[src/rtl/z_pkg.sv]
// Shared types and constants for the z tile sequencer: sample/tag layouts and FSM states.
package z_pkg;

    localparam int Z_W       = 27;
    localparam int TILE_LOG2 = 5;

    typedef enum logic [1:0] {
        IDLE,
        RUN,
        DRAIN
    } zseq_state_e;

    typedef struct packed {
        logic [Z_W-1:0]       z;
        logic [TILE_LOG2-1:0] x;
        logic [TILE_LOG2-1:0] y;
        logic                 last;
    } zsample_t;

    typedef struct packed {
        logic [TILE_LOG2-1:0] x;
        logic [TILE_LOG2-1:0] y;
        logic                 last;
    } ztag_t;

endpackage

[src/rtl/z_out_fifo.sv]
// Output FIFO of z samples. The count reflects registered occupancy; push and pop may coincide.
module z_out_fifo
    import z_pkg::*;
#(
    parameter int DEPTH = 8,
    localparam int CNT_W = $clog2(DEPTH + 1)
) (
    input  logic             clk,
    input  logic             rst,
    input  logic             push,
    input  zsample_t         push_data,
    input  logic             pop,
    output zsample_t         head,
    output logic [CNT_W-1:0] count
);

    localparam int PTR_W = (DEPTH > 1) ? $clog2(DEPTH) : 1;

    zsample_t         mem_q [DEPTH];
    logic [PTR_W-1:0] wr_ptr_q, wr_ptr_d;
    logic [PTR_W-1:0] rd_ptr_q, rd_ptr_d;
    logic [CNT_W-1:0] count_q, count_d;

    function automatic logic [PTR_W-1:0] ptr_inc(input logic [PTR_W-1:0] p);
        return (p == PTR_W'(DEPTH - 1)) ? '0 : p + 1'b1;
    endfunction

    always_comb begin
        wr_ptr_d = wr_ptr_q;
        rd_ptr_d = rd_ptr_q;
        count_d  = count_q;
        if (push) wr_ptr_d = ptr_inc(wr_ptr_q);
        if (pop)  rd_ptr_d = ptr_inc(rd_ptr_q);
        if (push && !pop) begin
            count_d = count_q + 1'b1;
        end else if (pop && !push) begin
            count_d = count_q - 1'b1;
        end
    end

    always_ff @(posedge clk) begin
        if (rst) begin
            wr_ptr_q <= '0;
            rd_ptr_q <= '0;
            count_q  <= '0;
        end else begin
            wr_ptr_q <= wr_ptr_d;
            rd_ptr_q <= rd_ptr_d;
            count_q  <= count_d;
        end
    end

    always_ff @(posedge clk) begin
        if (push) mem_q[wr_ptr_q] <= push_data;
    end

    // Head is forced to zero when empty so stale storage never shows on the outputs.
    assign head  = (count_q != '0) ? mem_q[rd_ptr_q] : '0;
    assign count = count_q;

endmodule

[src/rtl/z_tile_sequencer.sv]
// Walks one screen tile per command through a fixed-latency z interpolator and
// buffers tagged results in a credit-managed output FIFO.
module z_tile_sequencer
    import z_pkg::*;
#(
    parameter int LAT        = 4,
    parameter int FIFO_DEPTH = 8
) (
    input  logic                 clk,
    input  logic                 rst,
    input  logic                 cmd_valid,
    output logic                 cmd_ready,
    input  logic [Z_W-1:0]       cmd_dzdx,
    input  logic [Z_W-1:0]       cmd_dzdy,
    input  logic [Z_W-1:0]       cmd_c,
    output logic [TILE_LOG2-1:0] interp_x,
    output logic [TILE_LOG2-1:0] interp_y,
    output logic [Z_W-1:0]       interp_dzdx,
    output logic [Z_W-1:0]       interp_dzdy,
    output logic [Z_W-1:0]       interp_c,
    input  logic [Z_W-1:0]       interp_z,
    output logic                 out_valid,
    input  logic                 out_ready,
    output logic [Z_W-1:0]       out_z,
    output logic [TILE_LOG2-1:0] out_x,
    output logic [TILE_LOG2-1:0] out_y,
    output logic                 out_last,
    output logic                 busy
);

    localparam int CNT_W = $clog2(FIFO_DEPTH + 1);
    localparam int INF_W = $clog2(LAT + 1);

    zseq_state_e          state_q, state_d;
    logic [TILE_LOG2-1:0] x_q, x_d, y_q, y_d;
    logic [Z_W-1:0]       dzdx_q, dzdx_d, dzdy_q, dzdy_d, c_q, c_d;
    logic [LAT-1:0]       vld_q, vld_d;
    ztag_t                tag_q [LAT];
    ztag_t                tag_d [LAT];
    logic [INF_W-1:0]     inflight_q, inflight_d;

    logic             issue, push, pop, credit, last_now;
    logic [CNT_W-1:0] fifo_count;
    zsample_t         head;

    assign last_now = (&x_q) && (&y_q);
    assign push     = vld_q[LAT-1];
    assign pop      = out_valid && out_ready;
    // A same-cycle pop already frees its slot, so it counts toward credit immediately.
    assign credit   = (int'(fifo_count) - int'(pop) + int'(inflight_q)) < FIFO_DEPTH;

    always_comb begin
        state_d   = state_q;
        x_d       = x_q;
        y_d       = y_q;
        dzdx_d    = dzdx_q;
        dzdy_d    = dzdy_q;
        c_d       = c_q;
        cmd_ready = 1'b0;
        issue     = 1'b0;
        case (state_q)
            IDLE: begin
                cmd_ready = 1'b1;
                if (cmd_valid) begin
                    dzdx_d  = cmd_dzdx;
                    dzdy_d  = cmd_dzdy;
                    c_d     = cmd_c;
                    x_d     = '0;
                    y_d     = '0;
                    state_d = RUN;
                end
            end
            RUN: begin
                if (credit) begin
                    issue = 1'b1;
                    x_d   = x_q + 1'b1;
                    if (&x_q) y_d = y_q + 1'b1;
                    if (last_now) state_d = DRAIN;
                end
            end
            DRAIN: begin
                if (inflight_q == '0) state_d = IDLE;
            end
            default: state_d = IDLE;
        endcase
    end

    always_comb begin
        vld_d[0] = issue;
        tag_d[0] = '{x: x_q, y: y_q, last: last_now};
        for (int i = 1; i < LAT; i++) begin
            vld_d[i] = vld_q[i-1];
            tag_d[i] = tag_q[i-1];
        end
        inflight_d = inflight_q + INF_W'(issue) - INF_W'(push);
    end

    always_ff @(posedge clk) begin
        if (rst) begin
            state_q    <= IDLE;
            x_q        <= '0;
            y_q        <= '0;
            dzdx_q     <= '0;
            dzdy_q     <= '0;
            c_q        <= '0;
            vld_q      <= '0;
            inflight_q <= '0;
        end else begin
            state_q    <= state_d;
            x_q        <= x_d;
            y_q        <= y_d;
            dzdx_q     <= dzdx_d;
            dzdy_q     <= dzdy_d;
            c_q        <= c_d;
            vld_q      <= vld_d;
            inflight_q <= inflight_d;
        end
    end

    always_ff @(posedge clk) begin
        tag_q <= tag_d;
    end

    // Tag pipe exit lines up with interp_z for the same sample.
    z_out_fifo #(.DEPTH(FIFO_DEPTH)) u_fifo (
        .clk       (clk),
        .rst       (rst),
        .push      (push),
        .push_data ('{z: interp_z, x: tag_q[LAT-1].x, y: tag_q[LAT-1].y, last: tag_q[LAT-1].last}),
        .pop       (pop),
        .head      (head),
        .count     (fifo_count)
    );

    assign interp_x    = x_q;
    assign interp_y    = y_q;
    assign interp_dzdx = dzdx_q;
    assign interp_dzdy = dzdy_q;
    assign interp_c    = c_q;
    assign out_valid   = (fifo_count != '0);
    assign out_z       = head.z;
    assign out_x       = head.x;
    assign out_y       = head.y;
    assign out_last    = head.last;
    assign busy        = (state_q != IDLE) || out_valid;

endmodule

[config.mk]
export PLATFORM = sky130hd
export DESIGN_NAME = z_tile_sequencer
export DESIGN_NICKNAME = d
export VERILOG_FILES = /design/src/rtl/z_pkg.sv /design/src/rtl/z_out_fifo.sv /design/src/rtl/z_tile_sequencer.sv
export SDC_FILE = /design/constraint.sdc
export NUM_CORES = 1
export LEC_CHECK = 0
export CORE_MARGIN = 2
export CORE_UTILIZATION = 49
export CTS_CLUSTER_SIZE = 28
export DETAILED_ROUTE_END_ITERATION = 10
export HOLD_SLACK_MARGIN = 0.03
export PLACE_DENSITY_LB_ADDON = 0.15
export SLEW_MARGIN = 20
export SYNTH_ARGS = -nofsm -noshare
export SYNTH_HDL_FRONTEND = slang
export SYNTH_SLANG_ARGS = --single-unit
[constraint.sdc]
create_clock -name clk -period 3.8 [get_ports clk]
set_clock_uncertainty 0.1 [all_clocks]
set_input_delay 0.38 -clock clk [delete_from_list [all_inputs] [get_ports clk]]
set_output_delay 0.38 -clock clk [all_outputs]
set_load 0.01 [all_outputs]
==> results of run 1 <==
[flip-flops by register name, indices dropped and copies added (netlist names), 4 cells and up, named ones only]
register / cells
u_fifo.count: 4
tag_d: 33
vld_q: 4
tag_q: 11
interp_dzdy: 27
interp_dzdx: 27
interp_x: 5
u_fifo.mem_q: 304
interp_c: 27
interp_y: 5
[logic make-up (layout without fill, tap and decap cells)]
kind of cell               after synthesis  in the layout  synth area share
DFF                                    461            461            0.7294
and+or+nand+nor                        277            277           0.06775
muxes                                  124            124            0.1304
AOI/OAI and AO/OA                      106            106           0.03332
buffers and inverters                   79            368           0.02105
adders and majority gates               19             19           0.01502
xor gates and xnor gates                 6              6          0.003123
[layout make-up]
| class | instances | share of cell area |
|---|---|---|
| repair buffers | 271 | 0.1280 |
| inverters | 11 | 0.001912 |
| clock inverters | 28 | 0.01721 |
| flip-flops and latches | 461 | 0.5687 |
| well taps | 448 | 0.02596 |
| multi-input cells | 532 | 0.1995 |
| clock buffers | 58 | 0.05869 |
[how the worst max path moves through the flow]
stage,endpoint,from
finish,inflight_q[2],u_fifo.count[3]
global route,inflight_q[2],u_fifo.count[3]
CTS,inflight_q[2],u_fifo.count[0]
detailed placement,inflight_q[2],out_ready
global placement,inflight_q[2],out_ready
floorplan,inflight_q[2],u_fifo.count[0]
[where the power goes]
| group | total (µW) | internal (µW) | switching [µW] |
|---|---|---|---|
| combinational | 2940 | 1600 | 1340 |
| clock | 4780 | 2930 | 1860 |
| sequential | 5650 | 5470 | 179 |
[per-stage QoR]
| stage | TNS, ns | hold slack (ns) | total power [µW] | utilization | instances |
|---|---|---|---|---|---|
| floorplan | -0.07312 | 0.2096 | 7367 | - | 1072 |
| global placement | 0 | 0.2103 | 8728 | 0.5917 | 1723 |
| detailed placement | -0.03120 | 0.2121 | 8752 | 0.5917 | 1723 |
| CTS | 0 | 0.1918 | 13560 | 0.6403 | 1809 |
| global route | 0 | 0.2154 | 13980 | 0.6408 | 1809 |
| finish | 0 | 0.2076 | 13380 | 0.6408 | 1809 |
[cells in the final DEF (no fill, tap or decap), drive strengths merged, types with 2 or more instances in the layout]
cell type / n
clkinv: 16
ha: 17
nand3: 3
or3b: 2
edfxtp: 304
fa: 2
nor2b: 6
nor3: 5
clkbuf: 58
a211oi: 2
a21oi: 94
clkinvlp: 2
and2: 3
clkdlybuf4s50: 242
bufinv: 8
or3: 6
mux4: 76
o21ai: 5
buf: 29
mux2i: 47
inv: 13
xnor2: 4
nand2b: 5
a2bb2oi: 2
nor2: 68
nor4: 2
xor2: 2
dfxtp: 157
and3: 2
nand2: 172
[critical path: cells and delay by family (launching register included)]
family,cells,cell delay (ns)
buf+inv,3,0.15
compound gates,2,0.26
simple gates,4,0.65
fa+ha+maj,6,1.51
flops,1,0.35
xor+xnor,3,0.43
[per-layer routing]
| layer | wire length, µm | up-vias | part of all wire | GRT usage |
|---|---|---|---|---|
| met5 | 0 | - | 0 | 0 |
| met4 | 705 | 0 | 0.021 | 0.05158 |
| met3 | 2792 | 51 | 0.082 | 0.06302 |
| met2 | 16220 | 282 | 0.47 | 0.3146 |
| met1 | 14490 | 4668 | 0.42 | 0.2536 |
| li1 | - | 4443 | - | - |
[synthesized netlist by cell type (2+ instances only)]
cell,number
nor4_1,2
fa_1,2
clkbuf_1,37
buf_1,5
o21ai_0,5
dfxtp_1,157
and2_1,3
nor2b_1,6
nor3_1,4
nand2_1,172
ha_1,17
buf_4,10
xor2_1,2
or3_1,6
mux2i_1,47
a21oi_1,94
edfxtp_1,304
inv_1,11
xnor2_1,4
nand2b_1,5
nor2_1,68
nand3_1,3
a2bb2oi_1,2
buf_2,15
mux4_2,76
and3_1,2
==> metrics.md, run 1 <==
| Metric | Value |
|---|---|
| Initial Util | `0.4993` |
| Asr flop ratio synth | `0` |
| CP max-delay cell | `fa_2` |
| Crit path cell chain | `nor4_4 -> inv_2 -> nand2_2 -> inv_1 -> ha_1 -> ha_1 -> xor2_1 -> ha_1 -> and4b_1 -> a211oi_2 -> a21oi_1 -> ha_1 -> inv_1 -> ha_1 -> fa_2 -> xnor2_2 -> xnor2_1 -> nor2_1` |
| Final nets | `1454` |
| Reg2reg start | `u_fifo.count[3]` |
| Slew Limit Fails | `0` |
| Final wirelength | `34210 µm` |
| WP data arrival | `3.88 ns` |
| CP dominant cell by count | `ha_1` |
| Synthesized area | `0.01682 mm²` |
| CTS tree | `built` |
| CP peak stage delay | `0.36 ns` |
| Die X | `189.3 µm` |
| Gr usage total | `0.1939` |
| Area grow syn2layout | `28.36%` |
| Yosys top cell area share | `0.5426` |
| Post-DR vias/cell | `5.221` |
| Drt first pass iters | `5` |
| Yosys Warn Count | `0` |
| Crit Path Category | `reg2reg` |
| Die Y | `189.3 µm` |
| Global route overflow | `0` |
| Clock latency on the worst-skew pair | `0.54 ns` |
| Hold Fails Final Rpt | `0` |
| Area of the multi-input gates | `0.004308 mm²` |
| Share of cells above drive strength 1 | `0.1543` |
| Crit path required time | `4.13 ns` |
| Fin area | `0.02160 mm²` |
| H-tree depth | `2` |
| Worst Reg2Reg Path Length in Cells | `18` |
| 1st-iter DRT viols | `631` |
| Core area | `0.03370 mm²` |
| Dpl ws | `-0.03120 ns` |
| PwrDens | `619.5 mW/mm²` |
| Worst Hold Launch | `rst` |
| Largest net degree at the start of global routing | `82` |
| Worst R2R Setup Slack | `0.25 ns` |
| Syn Area/Cell | `15.69 µm²` |
| Via count | `9444` |
| Clock root buffer | `clkbuf_16` |
| Post-CTS Setup Bufs | `0` |
| Port Buf Inserts | `243` |
| Worst r2r dst | `inflight_q[2]` |
| Slew Limit Headroom | `0.4735` |
| Worst setup SP type | `flip-flop` |
| Cts bufs inserted | `46` |
| RD Place Congestion | `0.7511` |
| Post-CTS sizing | `0` |
| First-pass GRT wire length | `54040 µm` |
| Class of the worst hold path | `in2reg` |
| Seq/Total Area, Yosys | `0.7294` |
| CTS max path bufs | `3` |
| Row Count | `67` |
| Placed Area | `0.01994 mm²` |
| Dpl hpwl | `20690 µm` |
| Top post-synthesis cells by area | `edfxtp_1 (54%), dfxtp_1 (19%), mux4_2 (10%)` |
| Initial antenna violation count | `0` |
| Setup ws final | `0.2486 ns` |
| Count of final setup violators | `0` |
| Storage cell area | `0.01228 mm²` |
| Die area | `0.03583 mm²` |
| Top_reg_cell synth | `edfxtp_1` |
| Antenna diodes | `0` |
| Leakage | `0.007118 µW` |
| Post-synth cell types | `39` |
| Cells after synthesis | `1072` |
| WHS Path Cells | `2` |
| Highest Clock Rate | `281.6 MHz` |
| Worst-Margin Slew | `0.7879 ns` |
| Synth Register Bits | `461` |
| Drt drc | `0` |
| Routed Antenna Nets | `0` |
| Hold Buf Count CTS | `0` |
| Yosys top cell by area | `edfxtp_1` |
| RSZ-0062 raised after global routing | `false` |
| Vias in the first global route | `9791` |
| Final Cycle Share | `0.9346` |
| EDFF count, synth | `304` |
| Fill count | `2452` |
| Io pins | `244` |
| Crit. End Element | `flip-flop` |
| WL/cell | `18.91 µm` |
| Post-synth net total | `1203` |
| Max cap viols | `0` |
| Worst Hold Endpoint | `interp_c[8]` |
| Crit-path max FO | `6` |
| Final Critical Period | `3.551 ns` |
| Clock Sink Count | `461` |
| Reg clk slew, reported paths | `0.06 ns` |
| Max VDD drop | `391.9 µV` |
| Status | `complete, no violations` |
No activity file was read; power rests on OpenSTA's default activity.
==> inputs of run 2 (changes only) <==
--- a/config.mk
+++ b/config.mk
@@ -11,6 +11,7 @@
 export DETAILED_ROUTE_END_ITERATION = 10
 export HOLD_SLACK_MARGIN = 0.03
 export PLACE_DENSITY_LB_ADDON = 0.15
+export SKIP_LAST_GASP = 1
 export SLEW_MARGIN = 20
 export SYNTH_ARGS = -nofsm -noshare
 export SYNTH_HDL_FRONTEND = slang
==> results of run 2 <==
Same layout as run 1: the final DEF is identical, and so are final timing and power.
==> inputs of run 3 (changes only) <==
--- a/config.mk
+++ b/config.mk
@@ -6,11 +6,11 @@
 export NUM_CORES = 1
 export LEC_CHECK = 0
 export CORE_MARGIN = 2
-export CORE_UTILIZATION = 49
+export CORE_UTILIZATION = 45
 export CTS_CLUSTER_SIZE = 28
 export DETAILED_ROUTE_END_ITERATION = 10
 export HOLD_SLACK_MARGIN = 0.03
-export PLACE_DENSITY_LB_ADDON = 0.15
+export PLACE_DENSITY = 0.77
 export SKIP_LAST_GASP = 1
 export SLEW_MARGIN = 20
 export SYNTH_ARGS = -nofsm -noshare
==> run 3 against run 2 <==
  * Largest cell class unchanged
  * Fmax decreased by 1.3%
  * Utilization down 5.5 points
  * Critical path type unchanged
  * Via count up 1.3%
  * Power fell by 0.70%
  * Critical path depth unchanged
  * Flip-flop and latch count unchanged
  * Final cell count is 0.94% higher
  * Combinational power about the same
  * Wire length rose by 5.2%
  * Worst setup slack got worse by 0.047 ns
  * Clock-buffer cell count rose by 9
==> metrics.md, run 3 (synthesis results as in run 1) <==
| Metric | Value |
|---|---|
| Status | `complete, no violations` |
| Worst Reg2Reg Path Length in Cells | `18 (unchanged)` |
| Final nets | `1453 (-0.069%)` |
| Area grow syn2layout | `27.81%` |
| Share of cells above drive strength 1 | `0.1443 (-0.009968)` |
| Clock latency on the worst-skew pair | `0.58 ns (+0.04 ns)` |
| Area of the multi-input gates | `0.004312 mm² (about the same)` |
| Storage cell area | `0.01228 mm² (about the same)` |
| Hold Buf Count CTS | `0 (unchanged)` |
| CP peak stage delay | `0.36 ns (about the same)` |
| Highest Clock Rate | `277.9 MHz (-1.3%)` |
| Final Cycle Share | `0.9470 (+0.01246)` |
| WHS Path Cells | `0 (-2)` |
| Largest net degree at the start of global routing | `82 (unchanged)` |
| H-tree depth | `2 (unchanged)` |
| Initial Util | `0.4585 (-0.04078)` |
| Initial antenna violation count | `0 (unchanged)` |
| CP delay by family, top | `adder cells` |
| DRT met1 WL | `14030 µm (-3.2%)` |
| WL/cell | `19.70 µm (+4.2%)` |
| Final Critical Period | `3.599 ns (+0.04736 ns)` |
| Clock Sink Count | `461 (unchanged)` |
| Port Buf Inserts | `243 (unchanged)` |
| Crit-path max FO | `2 (-4)` |
| CP dominant cell by count | `ha_1` |
| Max cap viols | `0 (unchanged)` |
| Die area | `0.03895 mm² (+8.7%)` |
| CTS tree | `built` |
| Hold WS | `0.2134 ns (+0.005825 ns)` |
| WP data arrival | `3.92 ns (+0.04 ns)` |
| Row Count | `70 (+4.5%)` |
| Clock root buffer | `clkbuf_16` |
| Routed Antenna Nets | `0 (unchanged)` |
| Fill count | `2734 (+12%)` |
| Biggest register | `u_fifo.mem_q` |
| Cts bufs inserted | `47 (+2.2%)` |
| CTS max path bufs | `3 (unchanged)` |
| Count of final setup violators | `0 (unchanged)` |
| First-pass GRT wire length | `55720 µm (+3.1%)` |
| Crit Path Category | `reg2reg` |
| Final wirelength | `35970 µm (+5.2%)` |
| Via count | `9566 (+1.3%)` |
| Layout Cells excl Fill | `1826 (+0.94%)` |
| Post-CTS Setup Bufs | `0 (unchanged)` |
| Placed insts | `1741 (+1.0%)` |
| Slew Limit Fails | `0 (unchanged)` |
| Post-DR vias/cell | `5.239 (+0.35%)` |
| Fin util | `0.5860 (-0.05484)` |
| Dpl hpwl | `22060 µm (+6.7%)` |
| Crit. End Element | `flip-flop` |
| Most frequent cells in the layout | `edfxtp_1 (304), clkdlybuf4s50_1 (242), nand2_1 (170)` |
| CP bufs+invs | `3 (unchanged)` |
| PwrDens | `617.8 mW/mm² (-0.28%)` |
| RSZ-0062 raised after global routing | `false` |
| CP max-delay cell | `fa_2` |
| Leakage | `0.007055 µW (-0.89%)` |
| Post-CTS sizing | `0 (unchanged)` |
| Max Used Layer | `met4` |
| 1st-iter DRT viols | `526 (-17%)` |
| Met2 WL post-DR | `18030 µm (+11%)` |
| Core area | `0.03670 mm² (+8.9%)` |
| Die X | `197.4 µm (+4.3%)` |
| Gr usage total | `0.1885 (-0.005416)` |
| Crit path required time | `4.12 ns (about the same)` |
| Class of the worst hold path | `reg2reg` |
| Max FFs per register | `304 (unchanged)` |
| Global route overflow | `0 (unchanged)` |
| Hold Fails Final Rpt | `0 (unchanged)` |
| Drt drc | `0 (unchanged)` |
| Die Y | `197.4 µm (+4.3%)` |
| Io pins | `244 (unchanged)` |
| Slew Limit Headroom | `0.4305 (-0.04298)` |
| Crit path cell chain | `nor4_4 -> inv_2 -> nand2_2 -> inv_1 -> ha_1 -> ha_1 -> xor2_1 -> ha_1 -> and4b_1 -> a211oi_2 -> a21oi_2 -> ha_1 -> inv_1 -> ha_1 -> fa_2 -> xnor2_2 -> xnor2_1 -> nor2_1` |
| Max VDD drop | `398.6 µV (+1.7%)` |
| Reg clk slew, reported paths | `0.06 ns (about the same)` |
| RD Place Congestion | `0.8416 (+12%)` |
| Most common cell after layout, fill and taps aside | `edfxtp_1` |
| Worst setup SP type | `flip-flop` |
| Worst-Margin Slew | `0.8542 ns (+0.06633 ns)` |
| Drt first pass iters | `4 (-1)` |
| Crit path depth | `18 (unchanged)` |
| Met3 wire len | `2813 µm (+0.75%)` |
| Vias in the first global route | `10000 (+2.1%)` |
| Antenna diodes | `0 (unchanged)` |
[run 3: changes by cell type in the layout (fill, tap and decap cells not counted), sizes merged]
cell	previous run	this run
bufinv	8	6
inv	13	12
buf	29	27
clkinv	16	10
clkbuf	58	67
clkinvlp	2	1
[run 3: routing by layer]
metal / global-route usage / vias up
li1: - / 4445
met1: 0.2228 / 4718
met2: 0.3258 / 337
met3: 0.05515 / 66
met4: 0.07185 / 0
met5: 0 / -
[run 3: per-stage QoR]
| step | area, µm² | TNS [ns] | setup slack, ns | total power (µW) |
|---|---|---|---|---|
| floorplan | 16850 | -0.07312 | -0.07312 | 7367 |
| global placement | 19890 | 0 | 0.03647 | 8693 |
| detailed placement | 19890 | 0 | 0.01246 | 8751 |
| CTS | 21490 | 0 | 0.1108 | 13470 |
| global route | 21500 | 0 | 0.01067 | 13870 |
| finish | 21500 | 0 | 0.2013 | 13280 |
[run 3: area by class of cell]
type,instances,share of cell area
inverters,11,0.001920
well taps,468,0.02723
clock inverters,18,0.01332
flip-flops and latches,461,0.5711
multi-input cells,532,0.2005
clock buffers,67,0.06098
repair buffers,269,0.1250
[run 3: path summary, 6_finish.rpt]
kind	end	slack, ns	from
setup / recovery	inflight_q[2]	0.20	u_fifo.count[0]
hold / removal	tag_q[8]	0.21	tag_d[8]
setup reg to reg	inflight_q[2]	0.20	u_fifo.count[0]
hold reg to reg	tag_q[8]	0.21	tag_d[8]
[run 3: power breakdown]
| group | internal [µW] | switching, µW |
|---|---|---|
| registers | 5470 | 186 |
| clock network | 2820 | 1860 |
| logic | 1590 | 1350 |
| total | 9890 | 3400 |
[run 3: worst reg2reg max path, stage by stage, from the launching register on]
cell	delay (ns)
dfxtp_1	0.33
nor4_4	0.30
inv_2	0.06
nand2_2	0.07
inv_1	0.05
ha_1	0.18
ha_1	0.20
xor2_1	0.15
ha_1	0.29
and4b_1	0.22
a211oi_2	0.19
a21oi_2	0.09
ha_1	0.28
inv_1	0.04
ha_1	0.18
fa_2	0.36
xnor2_2	0.17
xnor2_1	0.14
nor2_1	0.05
